File: config.mk
export PLATFORM = sky130hd
export DESIGN_NAME = div_iter
export DESIGN_NICKNAME = d
export VERILOG_FILES = /design/src/rtl/div_iter_pkg.sv /design/src/rtl/div_step.sv /design/src/rtl/div_iter.sv
export SDC_FILE = /design/constraint.sdc
export NUM_CORES = 1
export LEC_CHECK = 0
export CAP_MARGIN = 30
export CORE_UTILIZATION = 55
export CTS_CLUSTER_SIZE = 24
export DETAILED_ROUTE_END_ITERATION = 8
export GPL_ROUTABILITY_DRIVEN = 0
export GPL_TIMING_DRIVEN = 0
export HOLD_SLACK_MARGIN = 0.02
export MAX_ROUTING_LAYER = met4
export PLACE_DENSITY = 0.78
export SLEW_MARGIN = 30
export SYNTH_ARGS = -nofsm -noshare
export SYNTH_HDL_FRONTEND = slang
export SYNTH_SLANG_ARGS = --single-unit
File: constraint.sdc
create_clock -name clk -period 11.5 [get_ports clk]
set_clock_uncertainty 0.05 [all_clocks]
set_input_delay 1.725 -clock clk [delete_from_list [all_inputs] [get_ports clk]]
set_output_delay 1.725 -clock clk [all_outputs]
set_load 0.01 [all_outputs]
File: src/rtl/div_iter_pkg.sv
// Shared definitions for the iterative divider: state encodings, default width,
// and the DIV/DIVU funct codes decoded upstream.
package div_iter_pkg;

    localparam int DIV_WIDTH = 32;

    localparam logic [5:0] funct_div  = 6'h1a;
    localparam logic [5:0] funct_divu = 6'h1b;

    typedef enum logic [1:0] {
        DIV_IDLE = 2'd0,
        DIV_BUSY = 2'd1,
        DIV_DONE = 2'd2
    } div_state_e;

endpackage

File: src/rtl/div_step.sv
// One restoring division iteration: shift {rem,quo} left, trial-subtract the
// divisor, keep the difference and set the quotient bit when there is no borrow.
module div_step #(
    parameter int WIDTH = 32
) (
    input  logic [WIDTH-1:0] rem,
    input  logic [WIDTH-1:0] quo,
    input  logic [WIDTH-1:0] dvs,
    output logic [WIDTH-1:0] rem_nxt,
    output logic [WIDTH-1:0] quo_nxt
);

    logic [WIDTH:0] rem_sh;
    logic [WIDTH:0] diff;

    // trial subtract one bit wider than the operands so the top bit is the borrow
    always_comb begin
        rem_sh = {rem, quo[WIDTH-1]};
        diff   = rem_sh - {1'b0, dvs};
        if (!diff[WIDTH]) begin
            rem_nxt = diff[WIDTH-1:0];
            quo_nxt = {quo[WIDTH-2:0], 1'b1};
        end else begin
            rem_nxt = rem_sh[WIDTH-1:0];
            quo_nxt = {quo[WIDTH-2:0], 1'b0};
        end
    end

endmodule

File: src/rtl/div_iter.sv
// Iterative DIV/DIVU unit for the execute stage. Magnitudes are divided with one
// restoring step per cycle, then signs are fixed up (remainder follows dividend).
// Optional: DIV_ZERO_FAST_EN completes a divide by zero in one cycle.
module div_iter
    import div_iter_pkg::*;
#(
    parameter int WIDTH = DIV_WIDTH
) (
    input  logic             clk,
    input  logic             rst,
    input  logic             isdiv,
    input  logic             signeddiv,
    input  logic             annul,
    input  logic [WIDTH-1:0] a,
    input  logic [WIDTH-1:0] b,
    output logic             stall,
    output logic             ready,
    output logic [WIDTH-1:0] lo_out,
    output logic [WIDTH-1:0] hi_out
);

    localparam int CW = $clog2(WIDTH);

    div_state_e       state;
    logic [CW-1:0]    cnt;
    logic [WIDTH-1:0] rem, quo, dvs;
    logic [WIDTH-1:0] rem_nxt, quo_nxt;
    logic             qneg, rneg;
    logic [WIDTH-1:0] a_mag, b_mag;
    logic             a_neg, b_neg;
    logic             accept;

    // operand magnitudes and sign flags for the incoming request
    always_comb begin
        a_neg  = signeddiv & a[WIDTH-1];
        b_neg  = signeddiv & b[WIDTH-1];
        a_mag  = a_neg ? -a : a;
        b_mag  = b_neg ? -b : b;
        accept = (state == DIV_IDLE) & isdiv & ~annul;
        stall  = accept | (state == DIV_BUSY);
    end

    div_step #(.WIDTH(WIDTH)) u_step (
        .rem     (rem),
        .quo     (quo),
        .dvs     (dvs),
        .rem_nxt (rem_nxt),
        .quo_nxt (quo_nxt)
    );

    // control FSM, iteration counter, operand registers and registered results
    always_ff @(posedge clk) begin
        if (rst) begin
            state  <= DIV_IDLE;
            cnt    <= '0;
            rem    <= '0;
            quo    <= '0;
            dvs    <= '0;
            qneg   <= 1'b0;
            rneg   <= 1'b0;
            ready  <= 1'b0;
            lo_out <= '0;
            hi_out <= '0;
        end else begin
            case (state)
                DIV_IDLE: begin
                    ready <= 1'b0;
                    if (accept) begin
                        qneg <= a_neg ^ b_neg;
                        rneg <= a_neg;
                        rem  <= '0;
                        quo  <= a_mag;
                        dvs  <= b_mag;
                        cnt  <= '0;
`ifdef DIV_ZERO_FAST_EN
                        if (b == '0) begin
                            // same values the iterative path yields: q=all ones, r=|a|
                            lo_out <= a_neg ? {{(WIDTH-1){1'b0}}, 1'b1} : '1;
                            hi_out <= a;
                            ready  <= 1'b1;
                            state  <= DIV_DONE;
                        end else begin
                            state  <= DIV_BUSY;
                        end
`else
                        state <= DIV_BUSY;
`endif
                    end
                end
                DIV_BUSY: begin
                    if (annul) begin
                        state <= DIV_IDLE;
                    end else begin
                        rem <= rem_nxt;
                        quo <= quo_nxt;
                        cnt <= cnt + 1'b1;
                        if (cnt == CW'(WIDTH-1)) begin
                            lo_out <= qneg ? -quo_nxt : quo_nxt;
                            hi_out <= rneg ? -rem_nxt : rem_nxt;
                            ready  <= 1'b1;
                            state  <= DIV_DONE;
                        end
                    end
                end
                default: begin
                    // DONE lasts one cycle; isdiv here belongs to the finishing instruction
                    ready <= 1'b0;
                    state <= DIV_IDLE;
                end
            endcase
        end
    end

endmodule

---- Yosys cells after proc, flatten, opt, wreduce, memory -nomap -nowiden ----
Index checks and enable logic that the tools add are counted.
W data, S select, Z words.
cells by class
  add/sub/neg operators ................... 6
  equality and inequality tests ........... 5
  multiplexer cells ....................... 19
  bitwise operators ....................... 8
  reduce and logical (&&, ||, !) cells .... 8
operators by type and width
  kind                   count
  $mux W32               9
  $neg A32 Y32           4
  $pmux W32 S2           2
  $sub A33 B32 Y33       1
  $mux W5                2
  $pmux W5 S2            1
  $mux W2                3
  $reduce_and A2 Y1      3
  $reduce_and A3 Y1      2
  $add A5 B1 Y5 const B  1
  $eq A5 B5 Y1 const B   1
  $and A1 B1 Y1          4
  $ne A2 B2 Y1 const B   2
  $pmux W2 S2            1
  $ne A3 B2 Y1 const B   1
  $eq A2 B1 Y1 const B   1
  $logic_not A2 Y1       1
  $not A1 Y1             2
  $reduce_bool A2 Y1     1
  $reduce_or A2 Y1       1
  $mux W1                1
  $or A1 B1 Y1           1
  $xor A1 B1 Y1          1
storage, ports and cells
  register bits ........................... 170
  bits of input ports ..................... 69
  output and inout port bits .............. 66

---- Longest topological paths before layout ----
  depth after elaboration ................. 5
  mapped depth ............................ 25

---- Cells and area by module ----
A second synthesis with hierarchy kept.
unflattened totals
  cells, all modules ...................... 1455
  area, all modules ....................... 11755.0 um^2
by module, submodules not included
  module    instances  cells each  area an instance (um^2)
  div_iter  1          1119        9163.8
  div_step  1          336         2591.2

---- Worst setup path before layout ----
No wires, ideal clock.
  path kind ............................... flip-flop to flip-flop
  start ................................... register quo[31]
  end ..................................... register hi_out[28]
  library setup time ...................... 0.133 ns
  arrival time ............................ 4.558 ns
  required time ........................... 11.317 ns
  setup slack ............................. 6.759 ns
  cell stages (with the launch flop) ...... 24
  path buffers ............................ 3
  cell sequence ........................... dfxtp_1 -> inv_1 -> ha_1 -> fa_1 -> nand2b_1 -> a21oi_1 -> o21ai_2 -> a2111oi_4 -> o21a_4 -> nor2_8 -> inv_4 -> buf_6 -> buf_2 -> buf_1 -> o21ai_0 -> inv_1 -> ha_1 -> nand2_1 -> a21oi_1 -> a41oi_2 -> nor4_2 -> and3_1 -> mux2i_1 -> a31oi_1
between the ends
  longest elaborated chain between the ends .. 4
RTL lines
  element                   RTL line        RTL
  start: declaration        div_iter.sv:26  logic [WIDTH-1:0] rem, quo, dvs;
  start signal: assignment  div_iter.sv:72  quo <= a_mag;
  start signal: assignment  div_iter.sv:95  quo <= quo_nxt;
  $sub A33 B32 Y33          div_step.sv:19  diff = rem_sh - {1'b0, dvs};
  $mux W32 *                div_step.sv:20  if (!diff[WIDTH]) begin
  $neg A32 Y32              div_iter.sv:99  hi_out <= rneg ? -rem_nxt : rem_nxt;
  $mux W32 *                div_iter.sv:99
  end signal: assignment    div_iter.sv:99
  end: declaration          div_iter.sv:19  output logic [WIDTH-1:0] hi_out
Every way passes the cells marked *; elsewhere a longest branch is shown, timed or not.
A chain may end at the register's enable or synchronous reset.

---- Worst setup path in the final report ----
  start ................................... register rem[14]
  end ..................................... register hi_out[28]
between the ends
  longest elaborated chain between the ends .. 4
RTL lines
  element                   RTL line        RTL
  start: declaration        div_iter.sv:26
  start signal: assignment  div_iter.sv:94  rem <= rem_nxt;
  $sub A33 B32 Y33          div_step.sv:19
  $mux W32 *                div_step.sv:20
  $neg A32 Y32              div_iter.sv:99
  $mux W32 *                div_iter.sv:99
Marked as above.

==> run metrics <==
synth unique cells 85; Top-Level Pins 135; Critical Path Sink Type flop; Critical Path Fanout Max 10; sequential area share after synthesis between 20 and 30%; power consumption ~1600 uW; synthesized area between 0.01 and 0.015 mm^2; number of global-route vias before repair between 10k and 15k; Primary FF master, synth dfxtp_1; Final Setup Violations 0; layout net count about 1.9k; CP required between 10 and 15 ns; post-synthesis mux area share under 10%; ys async rst share 0%; largest net degree at the start of global routing 19; final hold vios 0; Area Overhead vs Synth 19.19%; peak supply drop around 0.082 mV; CTS Root Cell clkbuf_16; compound-cell area share of the yosys netlist 28.03%; Initial Util between 50% and 60%; placed insts ~2.0k; GR Util All Layers 37.31%; main combinational cell family by area after synthesis compound AO/OA/AOI/OAI gates; CTS H-tree lvls 4; Post-Synth Simple-Gate Area between 20% and 30%; row count between 50 and 60; EDFF count, synth 0; Syn Area/Cell 7.450 um^2; top-area cell type share of the netlist area around 29%; Worst slew margin between 40% and 50%; Fmax around 0.15 GHz; post-route worst setup slack 4.903 ns; Max-cap violations 0; clk_lat worst skew around 0.45 ns; non-filler instance count after layout roughly 2.0k; global-route wire length before repair around 63000 um; global route overflow 0; FF+latch count, synth 170; Sink Count 170; final wirelength 40130 um; core area ~0.021 mm^2; Power Density 112.7 mW/mm^2; RSZ-0062 raised after global routing false; antenna diode count 0; minimum clock period 6.597 ns; Port Buffers around 130; setup bufs post-CTS 0; multi-input logic area approximately 0.0079 mm^2; Tcrit/Tclk final between 50% and 60%; die width 149.1 um; Synth area leader dfxtp_1; xor/xnor cell area share of the yosys netlist between 8 and 9%; CTS tree yes; final setup TNS 0 ns; Static Leak roughly 0.0053 uW; Area contributors post-synth dfxtp_1 29%, nor2_1 7.0%, a21oi_1 5.8%; Yosys Warn Count 0; critical path data arrival time 6.86 ns; Iter 0 DRT Violations between 1k and 1.5k; crit start category flop; Pre-antenna DRT Iters 7; DP HPWL about 32000 um; Reg2Reg Launch Point rem[14]; Die ar. around 0.022 mm^2; Vert. Die Dim between 100 and 150 um; initial antenna violation count 0; Clock transition at path regs about 0.07 ns; Post-CTS Hold Buffers 0; Mapped Nets between 1.5k and 2k; Syn Inst Count ~1.6k; post-CTS sizing 0; Final ANT Viol Nets 0; Worst-Margin Slew roughly 0.86 ns; routed via count roughly 13k; fill cell count about 1.8k; Hold Path Origin hi_out[3]; DRC Markers 0; Num CTS Buffers 17; final slew viol count 0; FF+latch area approximately 0.0034 mm^2; pre-CTS setup slack 5.166 ns; kind of critical path reg2reg; Post-Synth Adder-Cell Area approximately 4.2%; Clock Path Buffers 2; crit path launch rem[14]; wire per inst ~20 um; Min-Delay Path Class reg2reg; Via-to-Cell Ratio roughly 6.3; Final Util between 60 and 70%; layout cell share with drive strength beyond 1 under 10%; outcome finished, final reports clean
[cell families after synthesis]
logic type / after synthesis
adders and majority gates: 39
DFF: 170
and+or+nand+nor: 613
muxes: 21
buffers and inverters: 152
xor gates and xnor gates: 111
AOI/OAI and AO/OA: 492
[layout by cell type (no fill, tap or decap), types with 25 or more instances in the layout]
cell type          n
dfxtp_1          170
inv_1             50
nand2_1          182
clkdlybuf4s50_1  133
a21oi_1          137
clkbuf_1          85
nand3_1           34
o21ai_0           89
xor2_1            59
xnor2_1           52
a22oi_1           36
a211oi_1          76
ha_1              38
nor2_1           221
nor3_1            37
or3_1             25
[cells in the mapped netlist, drive strengths merged, types with 14 or more instances]
cell and count:
and3 14, a311oi 15, nor3 38, nor2 222, dfxtp 170, ha 38, nand2 182, a21o 17
or3 25, inv 51, a22oi 36, o41ai 16, xor2 59, clkbuf 86, buf 14, nor4 20
o21ai 95, a211oi 76, nand3 36, o31ai 23, nand4 18, a21oi 137, xnor2 52
[area by class of cell]
cell class | count | area share [%]
multi-input cells | 1276 | 55.66
flip-flops and latches | 170 | 23.98
repair buffers | 133 | 9.382
clock buffers | 17 | 2.998
plain buffers | 100 | 2.910
well taps | 275 | 2.425
inverters | 52 | 1.393
clock inverters | 15 | 1.252
[per-stage QoR]
stage / area, um^2 / hold slack [ns]
after floorplan: 11910 / 0.3819
after global placement: 13580 / 0.3915
after detailed placement: 13590 / 0.3946
after CTS: 14190 / 0.4011
after global routing: 14190 / 0.4169
final: 14190 / 0.4073
[metal layers]
metal  share of wire (%)  track usage (%)
met5                   0                -
met4                 4.4            17.30
met3                 8.0            5.321
met2                  46            58.23
met1                  42            47.58
[report_power, final]
part / leakage, uW / internal (uW) / total, uW / switching, uW
clock network: 0.000286 / 311 / 593 / 282
logic: 0.00361 / 140 / 384 / 245
registers: 0.00138 / 605 / 623 / 17.1
[path summary, 6_finish.rpt]
path,end,slack (ns),depth (start not counted)
hold reg to reg,hi_out[3],0.41,2
setup / recovery,hi_out[28],4.90,23
hold / removal,hi_out[3],0.41,2
setup reg to reg,hi_out[28],4.90,23
[worst max-delay path, stage by stage, from the launching register on]
cell	delay, ns
dfxtp_1	0.47
ha_1	0.28
clkbuf_1	0.23
nand2_1	0.25
a21oi_1	0.07
a21boi_0	0.58
a2111oi_4	0.23
nor3_2	0.42
buf_6	0.24
nor2_8	0.06
inv_4	0.11
buf_6	0.17
buf_2	0.32
buf_1	0.65
o21ai_0	0.46
inv_1	0.14
ha_1	0.31
nand2_1	0.08
a21oi_1	0.19
a41oi_2	0.11
nor4_2	0.49
and3_1	0.24
mux2i_1	0.18
a31oi_1	0.09
[flip-flops by register name (all words and copies together), names as in the netlist]
register / cells
qneg: 1
ready: 1
dvs: 32
lo_out: 32
hi_out: 32
cnt: 5
rneg: 1
state: 2
rem: 32
quo: 32
(Power assumes the default switching activity.)
